==> src/rtl/program_byte_assembler.sv <==
// Framed byte-stream to 16-bit word assembler for the program loader.
// Words are presented as one continuous write burst, and the frame ends with an XOR checksum check.
module program_byte_assembler (
  input  logic        clock,
  input  logic        reset,
  input  logic [7:0]  byte_in,
  input  logic        byte_valid,
  output logic        byte_ready,
  output logic [15:0] data_out,
  output logic [4:0]  addr_out,
  output logic        write_enable_out,
  output logic        busy,
  output logic        done,
  output logic        error
);

  typedef enum logic [2:0] {
    S_IDLE,
    S_RX_HI,
    S_RX_LO,
    S_CHECK,
    S_DONE,
    S_ERROR
  } state_t;

  state_t      state_q, state_d;
  logic [5:0]  count_q, count_d;
  logic [5:0]  idx_q, idx_d;
  logic [7:0]  hi_q, hi_d;
  logic [7:0]  acc_q, acc_d;
  logic [15:0] data_q, data_d;
  logic [4:0]  addr_q, addr_d;
  logic        we_q, we_d;

  logic        accept;
  logic        header_legal;

  assign byte_ready   = (state_q != S_DONE) && (state_q != S_ERROR);
  assign accept       = byte_valid && byte_ready;
  assign header_legal = (byte_in[7:6] == 2'b00) && (byte_in[5:0] != 6'd0) &&
                        (byte_in[5:0] <= 6'd32);

  always_ff @(posedge clock or posedge reset) begin
    if (reset) begin
      state_q <= S_IDLE;
      count_q <= 6'd0;
      idx_q   <= 6'd0;
      hi_q    <= 8'd0;
      acc_q   <= 8'd0;
      data_q  <= 16'd0;
      addr_q  <= 5'd0;
      we_q    <= 1'b0;
    end else begin
      state_q <= state_d;
      count_q <= count_d;
      idx_q   <= idx_d;
      hi_q    <= hi_d;
      acc_q   <= acc_d;
      data_q  <= data_d;
      addr_q  <= addr_d;
      we_q    <= we_d;
    end
  end

  always_comb begin
    state_d = state_q;
    count_d = count_q;
    idx_d   = idx_q;
    hi_d    = hi_q;
    acc_d   = acc_q;
    data_d  = data_q;
    addr_d  = addr_q;
    we_d    = 1'b0;
    case (state_q)
      S_IDLE: begin
        if (accept) begin
          if (header_legal) begin
            count_d = byte_in[5:0];
            idx_d   = 6'd0;
            acc_d   = 8'd0;
            state_d = S_RX_HI;
          end else begin
            state_d = S_ERROR;
          end
        end
      end
      S_RX_HI: begin
        // Strobe is held between words so the burst stays unbroken.
        we_d = we_q;
        if (accept) begin
          hi_d    = byte_in;
          acc_d   = acc_q ^ byte_in;
          state_d = S_RX_LO;
        end
      end
      S_RX_LO: begin
        we_d = we_q;
        if (accept) begin
          data_d  = {hi_q, byte_in};
          addr_d  = idx_q[4:0];
          we_d    = 1'b1;
          acc_d   = acc_q ^ byte_in;
          idx_d   = idx_q + 6'd1;
          state_d = ((idx_q + 6'd1) == count_q) ? S_CHECK : S_RX_HI;
        end
      end
      S_CHECK: begin
        if (accept) begin
          state_d = (byte_in == acc_q) ? S_DONE : S_ERROR;
        end
      end
      S_DONE:  state_d = S_IDLE;
      S_ERROR: state_d = S_ERROR;
      default: state_d = S_IDLE;
    endcase
  end

  assign data_out         = data_q;
  assign addr_out         = addr_q;
  assign write_enable_out = we_q;
  assign busy             = (state_q != S_IDLE);
  assign done             = (state_q == S_DONE);
  assign error            = (state_q == S_ERROR);

endmodule

==> config.mk <==
export PLATFORM = sky130hd
export DESIGN_NAME = program_byte_assembler
export DESIGN_NICKNAME = d
export VERILOG_FILES = /design/src/rtl/program_byte_assembler.sv
export SDC_FILE = /design/constraint.sdc
export NUM_CORES = 1
export LEC_CHECK = 0
export CAP_MARGIN = 20
export CELL_PAD_IN_SITES_DETAIL_PLACEMENT = 1
export CELL_PAD_IN_SITES_GLOBAL_PLACEMENT = 1
export CORE_MARGIN = 5
export CORE_UTILIZATION = 40
export CTS_CLUSTER_DIAMETER = 120
export CTS_CLUSTER_SIZE = 20
export DETAILED_ROUTE_END_ITERATION = 8
export PLACE_DENSITY = 0.71
export SLEW_MARGIN = 30
export SYNTH_ARGS = -nofsm -noshare
export SYNTH_HDL_FRONTEND = slang
export SYNTH_SLANG_ARGS = --single-unit
export TNS_END_PERCENT = 30
==> constraint.sdc <==
create_clock -name clock -period 4.11 [get_ports clock]
set_clock_uncertainty 0.15 [all_clocks]
set_input_delay 0.6165 -clock clock [delete_from_list [all_inputs] [get_ports clock]]
set_output_delay 0.6165 -clock clock [all_outputs]
set_load 0.02 [all_outputs]
; ---- Word-level counts from Yosys, hierarchy flattened
; Cells that the tools add are included.
[totals]
reg_bits = 53
[classes]
reduce_logical = 18
eq_ne = 15
bitwise = 2
addsub = 1
muxes = 18
order_cmp = 1
[op_table]
columns = cell, count
row1 = $mux 8, 3
row2 = $mux 6, 3
row3 = $pmux 8 s2, 1
row4 = $mux 3, 5
row5 = $pmux 3 s5, 1
row6 = $pmux 6 s2, 1
row7 = $reduce_and 4->1, 3
row8 = $ne 2x2->1 const B, 5
row9 = $eq 8x8->1, 1
row10 = $xor 8x8->8, 1
row11 = $add 6x1->6 const B, 1
row12 = $eq 3x2->1 const B, 2
row13 = $eq 3x3->1 const B, 2
row14 = $eq 6x6->1, 1
row15 = $le 6x6->1 const B, 1
row16 = $ne 3x3->1 const B, 2
row17 = $reduce_and 2->1, 3
row18 = $reduce_bool 6->1, 1
row19 = $logic_and 1x1->1, 4
row20 = $reduce_bool 2->1, 2
row21 = $eq 3x1->1 const B, 1
row22 = $logic_not 3->1, 1
row23 = $reduce_and 3->1, 1
row24 = $reduce_bool 3->1, 1
row25 = 7 further kinds, 8

; ---- Longest topological paths before layout
[depth]
ltp_word = 6
depth_mapped = 7

; ---- Worst setup path before layout
; Ideal clock, no wire load.
[synth_path]
path_kind = input-to-reg
start = input byte_in[2]
end = register count_q[0]
slack_ps = 1808
cell_stages = 5
t_arrival_ps = 2027
path_buffers = 1
setup_ps = 125
path_cell_list = or4_4 > o21a_4 > o211a_1 > buf_6 > mux2_4
[synth_between]
elab_chain_cells = 4
[synth_rtl]
columns = item, line_no
row1 = "start, declared", 6  ; input logic [7:0] byte_in,
row2 = "parallel branches: the longest is 2 deep, another holds $le 6x6->1", n/a
row3 = $logic_and 1x1->1 *, 40  ; assign header_legal = (byte_in[7:6] == 2'b00) && (byte_in[5:0] != 6'd0) &&
row4 = $reduce_and 3->1 (no line) *, n/a
row5 = "end signal, assigned", 55  ; count_q <= count_d;
row6 = "end, declared", 27  ; logic [5:0] count_q, count_d;
; Mark *: on every way between the ends.
; A chain may end at the register's enable or synchronous reset.

; ---- Final worst setup path
[layout_path]
start = register state_q[0]
end = output error
[layout_between]
elab_chain_cells = 1
[layout_rtl]
columns = item, line_no
row1 = "start, declared", 26  ; state_t state_q, state_d;
row2 = "start signal, assigned", 54  ; state_q <= state_d;
row3 = $eq 3x3->1, 123  ; assign error = (state_q == S_ERROR);
row4 = "end, declared", 14  ; output logic error
; No other way between the ends.

==> impl_metrics.tcl <==
set metrics [dict create \
    path_cells "nor2b_1, and2_1, clkdlybuf4s50_1" \
    netlist_area_before_placement_um2 2600 \
    clock_tree_from_tritoncts "yes" \
    slew_headroom_pct 51.9 \
    synth_top_flop_cell "sky130_fd_sc_hd__dfrtp_1" \
    cts_post_setup_buffers_inserted 0 \
    worstPathBufferInverterCount 1 \
    max_stage_delay_ps 680 \
    largest_fanout_on_the_critical_path 13 \
    clock_tree.htree_level_count 2 \
    drv.max_cap_violation_count 0 \
    ctsResizeCount 0 \
    cts.reportedPaths.clkPinSlew_ps 100 \
    power.total_uw 2210 \
    final_antenna_net_count 0 \
    timing_worst_setup_path_type "flop to primary output" \
    finalSetupViolations 0 \
    buffer_type_at_the_clock_tree_root "sky130_fd_sc_hd__clkbuf_8" \
    count_of_final_max_slew_check_failures 0 \
    synth-edff-count 0 \
    grt.total_usage_pct 15.2 \
    port_buffers 36 \
    pwr_density_cell_nw_per_um2 711 \
    synthDistinctLibCells 49 \
    num_antenna_cells 0 \
    power.static_leakage_uw 0.00132 \
    filler_cell_count 678 \
    num_io_pins 37 \
    maximum_root_to_sink_buffer_count 2 \
    yosys_warnings 0 \
    postSynthAreaPerCell_um2 11.7 \
    period_needed_ps 2830 \
    avgRoutedWirePerCell_um 17.7 \
    core_area_um2 6350 \
    first_iter_violations 90 \
    die_height_um 90.6 \
    grt_overflow 0 \
    gp_routability_congestion 0.772 \
    insertion_delay_ps 310 \
    via_count_of_the_first_global_routing_pass 1994 \
    holdCritPathClass "flop to flop" \
    critical_path.startpoint_type "flop" \
    floorplan.rows 29 \
    route.vias.total 1839 \
    synth_nets 234 \
    synth.yosys.seq_area_share_pct 51.0 \
    multi_input_combinational_cell_area_um2 1180 \
    vias_per_cell 5.52 \
    timing.critical_path.depth 3 \
    wl_um 5890 \
    critical_path_arrival_ps 2070 \
    drc_errors 0 \
    setup_tns_ps 0 \
    synthCells 222 \
    ys_seq_elements 53 \
    initial_core_util_pct 40.9 \
    cts_made_buffers 5 \
    ir_worst_vdd_v 0.000317 \
    cts_hold_buffers 0 \
    r2r.worst_path.cells 6 \
    worst-slew-pin-transition_ps 721 \
    hpwl_um 4200 \
    die-area_um2 8210 \
    postSynth.asyncResetShare_pct 100 \
    finish.net_count 267 \
    timing.fmax_mhz 353 \
    layout-drive-gt1-share_pct 21.1 \
    required_ps 3340 \
    timing.hold.worst_path_depth 1 \
    final-hold-violation-count 0 \
    clock_sink_count 53 \
    critical_path.slowest_cell "sky130_fd_sc_hd__dfrtp_1" \
    worst_setup_path_end_kind "primary output" \
    min_period_over_period_pct 68.9 \
    initial_antenna_violation_count 0 \
    outcome "finished clean" \
    sequential_cell_area_um2 1330 \
    drt_pre_antenna_iters 4 \
    grt_first_pass_wirelength_um 10300 \
    grt_max_degree 35 \
    cpLargestDelayFamily "flip-flops" \
    die-width_um 90.6 \
    setup_repair_after_global_routing_missed_its_margin "no" \
    syn_to_final_growth_pct 19.5 \
]
==> placed cells by master (no fill, tap or decap), drive strengths merged, types with 2 or more instances in the layout <==
cell,Yosys,layout
dfrtp,53,53
clkdlybuf4s50,0,36
mux2,35,35
nor2,15,15
nand2,12,12
o21ai,11,11
inv,9,9
o31ai,9,9
nor2b,7,7
xnor2,7,7
nand2b,6,6
clkbuf,5,5
nand4,4,4
xor2,3,3
and2,3,3
a21oi,3,3
clkinv,0,3
a22oi,2,2
nor3,2,2
nor4,2,2
nand3,2,2
nor3b,2,2
buf,7,2
o21a,2,2
==> layout make-up <==
type                       count  share of cell area (%)
sequential                    53                    42.7
multi-input combinational    148                    38.1
timing repair buffer          38                    12.1
tap                           77                    3.10
clock buffer                   5                    2.21
inverter                       9                    1.09
clock inverter                 3                   0.725
==> cell families after synthesis <==
kind of cell | count (synthesis) | share of synthesized area, %
compound gates | 40 | 11.3
xor+xnor | 10 | 3.37
fa+ha+maj | 1 | 0.481
buf+inv | 21 | 3.99
flops | 53 | 51.0
mux | 36 | 16.3
simple gates | 61 | 13.6
==> worst paths after layout <==
check	start	to	slack, ps
worst max-delay path	state_q[0]	error	1280
worst min-delay path	addr_out[3]	addr_out[3]	360
worst max register to register	state_q[1]	idx_q[5]	1960
worst min register to register	addr_out[3]	addr_out[3]	360
min in group asynchronous	reset	addr_out[1]	590
max in group asynchronous	reset	acc_q[1]	2480
==> routing by layer <==
layer,track usage (%),vias up,part of all wire [%]
met4,5.83,0,2.3
li1,-,859,-
met1,20.6,934,46
met2,24.0,35,49
met3,2.83,11,2.7
met5,0,-,0
==> synthesized netlist by cell type, types with 4 or more instances <==
master | n | area share, %
sky130_fd_sc_hd__xnor2_1 | 7 | 2.4
sky130_fd_sc_hd__mux2_2 | 30 | 13
sky130_fd_sc_hd__o21ai_0 | 11 | 2.1
sky130_fd_sc_hd__clkbuf_1 | 5 | 0.72
sky130_fd_sc_hd__nand4_1 | 4 | 0.96
sky130_fd_sc_hd__mux2_4 | 5 | 2.9
sky130_fd_sc_hd__nor2_1 | 15 | 2.2
sky130_fd_sc_hd__dfrtp_1 | 53 | 51
sky130_fd_sc_hd__nor2b_1 | 7 | 1.7
sky130_fd_sc_hd__nand2b_1 | 6 | 1.4
sky130_fd_sc_hd__nand2_1 | 12 | 1.7
sky130_fd_sc_hd__inv_1 | 9 | 1.3
sky130_fd_sc_hd__o31ai_1 | 8 | 2.3
==> flip-flops by register name (all words and copies together), names as in the netlist <==
register and count:
state_q 3, acc_q 8, idx_q 6, write_enable_out 1, addr_out 5, hi_q 8
data_out 16, count_q 6
==> report_power, final <==
group	internal [µW]	switching, µW
sequential	743	199
clock	121	175
combinational	517	455
total	1380	829
==> worst register-to-register path, stage by stage (launching register included) <==
cell                       delay (ps)
sky130_fd_sc_hd__dfrtp_1          650
sky130_fd_sc_hd__nor4bb_4         270
sky130_fd_sc_hd__buf_4            370
sky130_fd_sc_hd__and4_1           280
sky130_fd_sc_hd__nand3_1          110
sky130_fd_sc_hd__nand3b_1         110
sky130_fd_sc_hd__o21ai_0           90
==> through the flow <==
step / worst slack (ps) / std cells / area, µm² / util, % / hold WS (ps)
5_1_grt: 1160 / 333 / 3110 / 48.9 / 387
3_3_place_gp: 1080 / 325 / 3020 / 47.5 / 339
2_1_floorplan: 1810 / 222 / 2600 / - / 325
6_report: 1280 / 333 / 3110 / 48.9 / 362
3_5_place_dp: 1030 / 325 / 3020 / 47.5 / 343
4_1_cts: 1270 / 333 / 3110 / 48.9 / 367
(Power assumes the default switching activity.)
